### src/rtl/counter_sched.sv
// Gated, bounded up-counter controller: start/stop/pause, one-shot or
// auto-reload, with a prescaler that paces increments every presc+1 clocks.
module counter_sched #(
  parameter int WIDTH   = 4,
  parameter int PRESC_W = 4
) (
  input  logic               clk,
  input  logic               rst_n,
  input  logic               start,
  input  logic               stop,
  input  logic               pause,
  input  logic               mode,
  input  logic [WIDTH-1:0]   limit,
  input  logic [PRESC_W-1:0] presc,
  output logic [WIDTH-1:0]   count,
  output logic               busy,
  output logic               tc,
  output logic               done,
  output logic [1:0]         state
);

  typedef enum logic [1:0] {
    S_IDLE  = 2'd0,
    S_RUN   = 2'd1,
    S_PAUSE = 2'd2,
    S_DONE  = 2'd3
  } state_t;

  state_t             state_q, state_d;
  logic [WIDTH-1:0]   count_q, count_d;
  logic [PRESC_W-1:0] pcnt_q, pcnt_d;
  logic [WIDTH-1:0]   lim_q, lim_d;
  logic [PRESC_W-1:0] presc_q, presc_d;
  logic               mode_q, mode_d;
  logic               tc_q, tc_d;
  logic               busy_q, busy_d;
  logic               done_q, done_d;
  logic               enable_s;

  assign enable_s = (pcnt_q == presc_q);

  // Next-state and datapath decode; stop outranks start, start outranks pause.
  always_comb begin
    state_d = state_q;
    count_d = count_q;
    pcnt_d  = pcnt_q;
    lim_d   = lim_q;
    presc_d = presc_q;
    mode_d  = mode_q;
    tc_d    = 1'b0;
    if (stop) begin
      state_d = S_IDLE;
      count_d = {WIDTH{1'b0}};
      pcnt_d  = {PRESC_W{1'b0}};
    end else begin
      case (state_q)
        S_IDLE, S_DONE: begin
          if (start) begin
            lim_d   = limit;
            presc_d = presc;
            mode_d  = mode;
            count_d = {WIDTH{1'b0}};
            pcnt_d  = {PRESC_W{1'b0}};
            state_d = S_RUN;
          end else begin
            state_d = state_q;
          end
        end
        S_RUN: begin
          if (pause) begin
            state_d = S_PAUSE;
          end else if (enable_s) begin
            pcnt_d = {PRESC_W{1'b0}};
            if (count_q == lim_q) begin
              tc_d = 1'b1;
              if (mode_q) begin
                count_d = {WIDTH{1'b0}};
              end else begin
                state_d = S_DONE;
              end
            end else begin
              count_d = count_q + WIDTH'(1);
            end
          end else begin
            pcnt_d = pcnt_q + PRESC_W'(1);
          end
        end
        S_PAUSE: begin
          // Resume edge only changes state; the prescaler picks up where it froze.
          if (pause) begin
            state_d = S_PAUSE;
          end else begin
            state_d = S_RUN;
          end
        end
        default: begin
          state_d = S_IDLE;
          count_d = {WIDTH{1'b0}};
          pcnt_d  = {PRESC_W{1'b0}};
        end
      endcase
    end
    busy_d = (state_d == S_RUN) || (state_d == S_PAUSE);
    done_d = (state_d == S_DONE);
  end

  // State and output registers.
  always_ff @(posedge clk or negedge rst_n) begin
    if (!rst_n) begin
      state_q <= S_IDLE;
      count_q <= {WIDTH{1'b0}};
      pcnt_q  <= {PRESC_W{1'b0}};
      lim_q   <= {WIDTH{1'b0}};
      presc_q <= {PRESC_W{1'b0}};
      mode_q  <= 1'b0;
      tc_q    <= 1'b0;
      busy_q  <= 1'b0;
      done_q  <= 1'b0;
    end else begin
      state_q <= state_d;
      count_q <= count_d;
      pcnt_q  <= pcnt_d;
      lim_q   <= lim_d;
      presc_q <= presc_d;
      mode_q  <= mode_d;
      tc_q    <= tc_d;
      busy_q  <= busy_d;
      done_q  <= done_d;
    end
  end

  assign count = count_q;
  assign busy  = busy_q;
  assign tc    = tc_q;
  assign done  = done_q;
  assign state = state_q;

endmodule

### config.mk
export PLATFORM = sky130hd
export DESIGN_NAME = counter_sched
export DESIGN_NICKNAME = d
export VERILOG_FILES = /design/src/rtl/counter_sched.sv
export SDC_FILE = /design/constraint.sdc
export NUM_CORES = 1
export LEC_CHECK = 0
export BUFFER_PORTS_ARGS = -buffer_cell sky130_fd_sc_hd__buf_2
export CAP_MARGIN = 20
export CORE_ASPECT_RATIO = 1.25
export CORE_MARGIN = 10
export CORE_UTILIZATION = 57
export CTS_CLUSTER_DIAMETER = 60
export DETAILED_ROUTE_END_ITERATION = 7
export PLACE_DENSITY = 0.85
export REMOVE_ABC_BUFFERS = 1
export SETUP_SLACK_MARGIN = 0.15
export SYNTH_ARGS = -nofsm -noshare
export SYNTH_HDL_FRONTEND = slang
export SYNTH_SLANG_ARGS = --single-unit
### constraint.sdc
create_clock -name clk -period 6.1 [get_ports clk]
set_clock_uncertainty 0.2 [all_clocks]
set_input_delay 1.525 -clock clk [delete_from_list [all_inputs] [get_ports clk]]
set_output_delay 1.525 -clock clk [all_outputs]
set_load 0.02 [all_outputs]
# Yosys cells after proc, flatten, opt, wreduce, memory -nomap -nowiden

Cells that the tools add are included.

Register bits after elaboration: 22
Bits of input ports: 14
Output and inout bits: 9
Logic and storage cells: 55

$add $sub $neg: 2
Equality and inequality tests: 12
Mux-type cells: 24
Bitwise gates (word level): 1
Reductions and logical operators: 7

Operators with widths:

| operator              | number |
|---|---|
| $mux W4               | 9 |
| $pmux W4 S2           | 2 |
| $mux W2               | 7 |
| $ne A3 B3 Y1 const B  | 3 |
| $add A4 B1 Y4 const B | 2 |
| $eq A2 B2 Y1 const B  | 4 |
| $eq A4 B4 Y1          | 2 |
| $pmux W2 S3           | 1 |
| $reduce_and A3 Y1     | 2 |
| $mux W1               | 5 |
| $reduce_and A5 Y1     | 1 |
| $eq A2 B1 Y1 const B  | 2 |
| $ne A4 B4 Y1 const B  | 1 |
| $reduce_bool A3 Y1    | 1 |
| $logic_not A2 Y1      | 1 |
| $reduce_or A2 Y1      | 1 |
| $logic_or A1 B1 Y1    | 1 |
| $not A1 Y1            | 1 |

# Logic depth before layout (Yosys ltp)

Gate-level depths: netlist (run 1).

Depth in word-level cells: 8
Depth in mapped cells: 7
Mapped depth without buffers: 7

# Worst setup path before layout (run 1)

No wires, ideal clock.

Path kind: input-to-reg
Start: in stop
End: reg count_q[0] (netlist: count[0])
Setup time: 125 ps
Arrival time: 2464 ps
Data required time: 5775 ps
Path slack: 3311 ps
Stages on the path: 5
Path buffers: 1
Cells stage by stage: buf_2 > nor2b_2 > a21oi_4 > and3_4 > mux2_2

Word-level cells in the longest chain between the ends: 2
Elaborated cells between the ends (all ways): 7

RTL lines:

| element                                               | RTL line | RTL |
|---|---|---|
| start, declared                                       | 10       | `input logic stop,` |
| $ne A4 B4 Y1 (no source line) (tied with other cells) | --       |  |
| $reduce_and A5 Y1 (no source line)                    | --       |  |
| end signal, assigned                                  | 111      | `count_q <= {WIDTH{1'b0}};` |
| end signal, assigned                                  | 121      | `count_q <= count_d;` |
| end, declared                                         | 30       | `logic [WIDTH-1:0] count_q, count_d;` |

Parallel ways exist; a longest one is shown, timed or not.
A chain may end at the register's enable or synchronous reset.

# Worst setup path in the final report (run 1)

Start: reg count_q[3] (netlist: count[3])
End: out count[3]

RTL lines:

| element       | RTL line | RTL |
|---|---|---|
| end, declared | 15       | `output logic [WIDTH-1:0] count,` |

No word-level cell between the ends.

==> impl_metrics.tcl, run 1 <==
set metrics [dict create \
    outcome "complete, no violations" \
    start_util_pct 60.0 \
    cts-resized-gates 0 \
    critical-path-slowest-cell "sky130_fd_sc_hd__dfrtp_1" \
    clk_pin_slew_worst_paths_ns 0.12 \
    core_um2 1980 \
    design.die.area_um2 4330 \
    cp_top_family "flip-flops" \
    cts-buffers-inserted 3 \
    rsz0062_at_grt "false" \
    post_synth_inst_count 100 \
    worstPathRequired_ns 4.38 \
    cp_max_fo 5 \
    report.final.slew_viol_count 0 \
    synth.largest_area_cell "sky130_fd_sc_hd__dfrtp_1" \
    post-dp-hpwl_um 1850 \
    ioPinCount 23 \
    setup_violators_final 0 \
    timing.final.crit_period_ns 2.70 \
    worstMarginPinSlew_ns 0.517 \
    crit_path_cell_trace "buf_2" \
    grt.overflow.total 0 \
    grt_pass1_vias 903 \
    drt-wirelength-per-cell_um 15.9 \
    slew_headroom_pct 65.5 \
    h-tree-depth 1 \
    synth.area.top_cells "sky130_fd_sc_hd__dfrtp_1 46%, sky130_fd_sc_hd__mux2_2 9.5%, sky130_fd_sc_hd__ha_1 5.3%" \
    tritoncts_clock_tree "done" \
    post-route-drc-count 0 \
    std_cell_rows 18 \
    yosysUniqueCellTypes 39 \
    drt_iter0_drc 29 \
    insertedDiodeCount 0 \
    postRouteAntennaNets 0 \
    grt_max_degree 23 \
    final.fill_count 154 \
    postCtsSetupRepairBufs 0 \
    tns_ns 0 \
    cp_num_buf_inv 1 \
    detail_route.wirelength_um 2310 \
    worstSetupStartpointType "flip-flop" \
    clock_tree.buffer_depth 2 \
    clock_latency_ns 0.31 \
    critical_path.endpoint_type "output port" \
    post_drt_via_cell_ratio 5.96 \
    r2r_setup_slack_ns 3.82 \
    max_freq_mhz 370 \
    netlist.area_leader.share_pct 46.3 \
    chipWidth_um 60.9 \
    ys.warnings.count 0 \
    post_synth_instance_area_um2 1190 \
    cts_num_sinks 22 \
    hp-class "flip-flop to flip-flop" \
    syn_to_final_growth_pct 14.0 \
    grtUsageTotal_pct 11.2 \
    cts_root_buffer "sky130_fd_sc_hd__clkbuf_4" \
    fin_total_pwr_mw 0.553 \
    critPathArrivalTime_ns 0.97 \
    postSynthAreaPerCell_um2 11.9 \
    cts_hold_buf 0 \
    max_rail_drop_vdd_uv 268 \
    worst-setup-path-type "flip-flop to output port" \
    layout.nets 145 \
    power.leakage_nw 0.639 \
    die-height_um 71.1 \
    final_hold_viol_count 0 \
    timing.critical_path.slowest_cell_delay_ns 0.46 \
    synth_sequential_area_ratio_pct 46.3 \
    cap_viol_max_count 0 \
    route.vias.total 864 \
    grt_first_pass_wirelength_um 3910 \
    synth-seq-cells 22 \
    min_period_over_period_pct 44.3 \
    drt-pass1-iter-count 4 \
    power_density_nw_per_um2 408 \
    final_layout_size_suffix_gt1_share_pct 36.0 \
    antenna_found_initial 0 \
    globalplace.congestion 0.805 \
    io_buffer_count 22 \
]
-- cells by family (layout without fill, tap and decap cells) --
family                     Yosys count  in the layout  synth area share, %
and+or+nand+nor                     34             34                 18.5
DFF                                 22             22                 46.3
adders and majority gates            5              5                 5.26
xor gates and xnor gates             9              9                 7.26
muxes                               12             12                 11.1
buffers and inverters                4             29                 1.37
AOI/OAI and AO/OA                   14             14                 10.2
-- path summary, 6_finish.rpt --
path,endpoint,depth (start not counted),from
worst min register to register,presc_q[1],1,presc_q[1]
worst max register to register,busy,6,count[3]
max in group asynchronous,state[0],1,rst_n
worst min-delay path,presc_q[1],1,presc_q[1]
worst max-delay path,count[3],1,count[3]
min in group asynchronous,pcnt_q[2],1,rst_n
-- per-stage QoR --
step                      instance area [um2]  cells  setup slack (ns)  util, %  hold WS [ns]
after detailed placement                 1320    141              3.10     66.6         0.317
after global routing                     1360    145              3.33     68.4         0.359
after global placement                   1320    141              3.15     66.6         0.310
after floorplan                          1180     99              3.39        -         0.301
after CTS                                1360    145              3.40     68.4         0.344
final                                    1360    145              3.40     68.4         0.346
-- cells in the mapped netlist (all sizes together) --
cell type and count:
xnor2 8, nand2 3, ha 5, o21ai 3
nand3b 2, a21o 1, and3 3, buf 1
a2111oi 1, or3 1, a41oi 1, mux2i 2
inv 3, dfrtp 22, nand3 5, or2 1
xor2 1, o22ai 1, a31oi 1, nor3 4
o211ai 1, nor2 3, or2b 1, mux2 10
nand4 3, o31ai 1, nor2b 3, nand2b 4
a22o 1, nor4b 1, a21oi 2, a211oi 1
-- sequential cells by signal (all words and copies together), names as in the netlist, 2 cells and up --
register	cells
pcnt_q	4
count	4
presc_q	4
state	2
lim_q	4
-- power by group --
part,total [mW],switching (mW),internal (mW)
registers,0.227,0.0383,0.189
clock network,0.0805,0.0440,0.0365
logic,0.245,0.127,0.118
total,0.553,0.209,0.344
-- cells in the final DEF (no fill, tap or decap), types with 2 or more instances in the layout --
cell and n:
sky130_fd_sc_hd__o21ai_0 2, sky130_fd_sc_hd__buf_2 22, sky130_fd_sc_hd__nand2_1 3, sky130_fd_sc_hd__nand4_2 2, sky130_fd_sc_hd__nor2b_1 2, sky130_fd_sc_hd__clkbuf_4 3, sky130_fd_sc_hd__nand2b_1 4, sky130_fd_sc_hd__inv_1 3
sky130_fd_sc_hd__mux2i_1 2, sky130_fd_sc_hd__nand3_1 5, sky130_fd_sc_hd__nor3_1 3, sky130_fd_sc_hd__nand3b_1 2, sky130_fd_sc_hd__ha_1 5, sky130_fd_sc_hd__xnor2_1 7, sky130_fd_sc_hd__dfrtp_1 22, sky130_fd_sc_hd__nor2_1 3
sky130_fd_sc_hd__and3_1 2, sky130_fd_sc_hd__mux2_2 10
-- layer usage --
metal | track usage, % | part of all wire, %
met3 | 2.32 | 4.7
met1 | 12.2 | 39
met4 | 4.89 | 1.5
met2 | 19.8 | 55
met5 | 0 | 0
-- area by class of cell --
cell class / count / area (um2) / share of cell area [%]
clock buffers: 4 / 36.3 / 2.68
inverters: 3 / 11.3 / 0.830
well taps: 20 / 25.0 / 1.85
flip-flops and latches: 22 / 551 / 40.6
multi-input cells: 74 / 623 / 45.9
repair buffers: 22 / 110 / 8.12
Note: power is estimated with default switching activity, not from simulation.
==> run 2, diff against run 1 <==
--- a/config.mk
+++ b/config.mk
@@ -9,10 +9,10 @@
 export CAP_MARGIN = 20
 export CORE_ASPECT_RATIO = 1.25
 export CORE_MARGIN = 10
-export CORE_UTILIZATION = 57
+export CORE_UTILIZATION = 48
 export CTS_CLUSTER_DIAMETER = 60
 export DETAILED_ROUTE_END_ITERATION = 7
-export PLACE_DENSITY = 0.85
+export PLACE_DENSITY = 0.77
 export REMOVE_ABC_BUFFERS = 1
 export SETUP_SLACK_MARGIN = 0.15
 export SYNTH_ARGS = -nofsm -noshare
==> constraint.sdc (replaced) <==
create_clock -name clk -period 2.4 [get_ports clk]
set_clock_uncertainty 0.2 [all_clocks]
set_input_delay 0.6 -clock clk [delete_from_list [all_inputs] [get_ports clk]]
set_output_delay 0.6 -clock clk [all_outputs]
set_load 0.02 [all_outputs]
==> impl_metrics.tcl, run 2 (synthesis results as in run 1) <==
set metrics [dict create \
    io_buffer_count 22 \
    hp-class "input pin to async pin" \
    core_um2 2400 \
    outcome "complete, no violations" \
    max_freq_mhz 467 \
    post_drt_via_cell_ratio 5.47 \
    detail_route.wirelength_um 2360 \
    final.fill_count 220 \
    cap_viol_max_count 0 \
    netSwitchingFraction_pct 35.7 \
    grt_pass1_vias 899 \
    route.vias.total 880 \
    net-switching-power_mw 0.541 \
    timing.final.crit_period_ns 2.14 \
    power.clock.fraction_pct 18.8 \
    grt.overflow.total 0 \
    final_cell_mix "22 x sky130_fd_sc_hd__dfrtp_1, 22 x sky130_fd_sc_hd__buf_2, 10 x sky130_fd_sc_hd__mux2_2" \
    drt-wirelength-per-cell_um 14.7 \
    clock_latency_ns 0.31 \
    setup_violators_final 0 \
    grt_max_degree 23 \
    max_rail_drop_vdd_uv 613 \
    critPathArrivalTime_ns 2.16 \
    met3WireLength_um 145 \
    clock_tree.buffer_depth 2 \
    postRouteAntennaNets 0 \
    clk_pin_slew_worst_paths_ns 0.12 \
    start_util_pct 49.5 \
    post-dp-hpwl_um 1820 \
    design.die.area_um2 4880 \
    share_comb_of_total_power_pct 43.3 \
    min_period_over_period_pct 89.3 \
    grt_first_pass_wirelength_um 3870 \
    std_cell_rows 20 \
    cp_max_fo 8 \
    antenna_found_initial 0 \
    top_layer "met4" \
    slew_headroom_pct 66.8 \
    design_area_um2 1420 \
    met2_wirelength_um 1270 \
    worstMarginPinSlew_ns 0.496 \
    power_density_nw_per_um2 1070 \
    report.final.slew_viol_count 0 \
    h-tree-depth 1 \
    wirelength_met1_um 900 \
    critical_path.endpoint_type "flip-flop" \
    grtUsageTotal_pct 9.87 \
    cts_root_buffer "sky130_fd_sc_hd__clkbuf_4" \
    rsz0062_at_grt "false" \
    chipWidth_um 64.5 \
    die-height_um 75.7 \
    drt-pass1-iter-count 4 \
    power.leakage_nw 0.661 \
    final_hold_viol_count 0 \
    worst-setup-path-type "flip-flop to flip-flop" \
    worstPathRequired_ns 2.41 \
    cts_num_sinks 22 \
    power_frac_seq_pct 37.9 \
    postLayoutCoreUtil_pct 59.0 \
    internal_power_mw 0.975 \
    layout.nets 148 \
    syn_to_final_growth_pct 19.0 \
    postPlaceCellArea_um2 1350 \
    ioPinCount 23 \
    final_layout_size_suffix_gt1_share_pct 38.3 \
    worstSetupStartpointType "flip-flop" \
    drt_iter0_drc 29 \
    tns_ns 0 \
    post-route-drc-count 0 \
    globalplace.congestion 0.845 \
    cts-buffers-inserted 3 \
    insertedDiodeCount 0 \
    tritoncts_clock_tree "done" \
]
## run 2: changes by cell type in the layout (fill, tap and decap cells not counted), sizes merged
cell	change
buf	+3
bufinv	+1
clkbuf	-1
## run 2: worst paths after layout
check / from / endpoint / slack [ns] / cells past startpoint
setup / recovery: state[0] / count[0] / 0.26 / 7
hold reg to reg: presc_q[2] / presc_q[2] / 0.35 / 1
setup reg to reg: state[0] / count[0] / 0.26 / 7
max in group asynchronous: rst_n / pcnt_q[3] / 1.63 / 1
min in group clk: limit[2] / lim_q[2] / 0.30 / 2
hold / removal: rst_n / pcnt_q[0] / 0.03 / 1
## run 2: timing repair
| item | CTS | global route |
|---|---|---|
| buffers inserted | 0 | 1 |
| gates resized for setup | 0 | 1 |
| endpoints found under the setup margin | 0 | 2 |
| hold buffers | 0 | 0 |
## run 2: layout make-up
type	count	area, um2	area share (%)
clock buffer	3	22.5	1.59
clock inverter	1	30.0	2.12
inverter	3	11.3	0.795
tap	33	41.3	2.92
sequential	22	551	38.9
multi-input combinational	74	628	44.3
timing repair buffer	25	133	9.36
## run 2: per-stage QoR
step / setup slack (ns) / cells / power, mW / hold slack (ns)
6_report: 0.257 / 161 / 1.52 / 0.0315
5_1_grt: 0.170 / 161 / 1.61 / 0.0606
4_1_cts: 0.228 / 160 / 1.51 / 0.0389
3_5_place_dp: 0.245 / 156 / 1.23 / 0.322
3_3_place_gp: 0.323 / 156 / 1.20 / 0.312
2_1_floorplan: 0.225 / 99 / 1.06 / 0.104
## run 2: power by group through the flow
stage	Combinational [mW]	Sequential (mW)	Clock, mW
2_1_floorplan	0.462	0.601	0
3_3_place_gp	0.613	0.583	0
3_5_place_dp	0.640	0.589	0
4_1_cts	0.643	0.579	0.291
5_1_grt	0.728	0.590	0.298
6_report	0.657	0.575	0.284
## run 2: worst max-delay path, stage by stage (launching register included)
cell,delay [ns]
sky130_fd_sc_hd__dfrtp_1,0.41
sky130_fd_sc_hd__buf_4,0.15
sky130_fd_sc_hd__ha_1,0.26
sky130_fd_sc_hd__or2_4,0.29
sky130_fd_sc_hd__a31oi_4,0.22
sky130_fd_sc_hd__a21oi_4,0.08
sky130_fd_sc_hd__and3_4,0.20
sky130_fd_sc_hd__mux2_2,0.25
## run 2: layer usage
layer  up-vias  global-route usage (%)
met5         -                       0
met4         0                    4.29
met3         5                    2.50
met2        21                    18.9
met1       434                    9.92
li1        420                       -
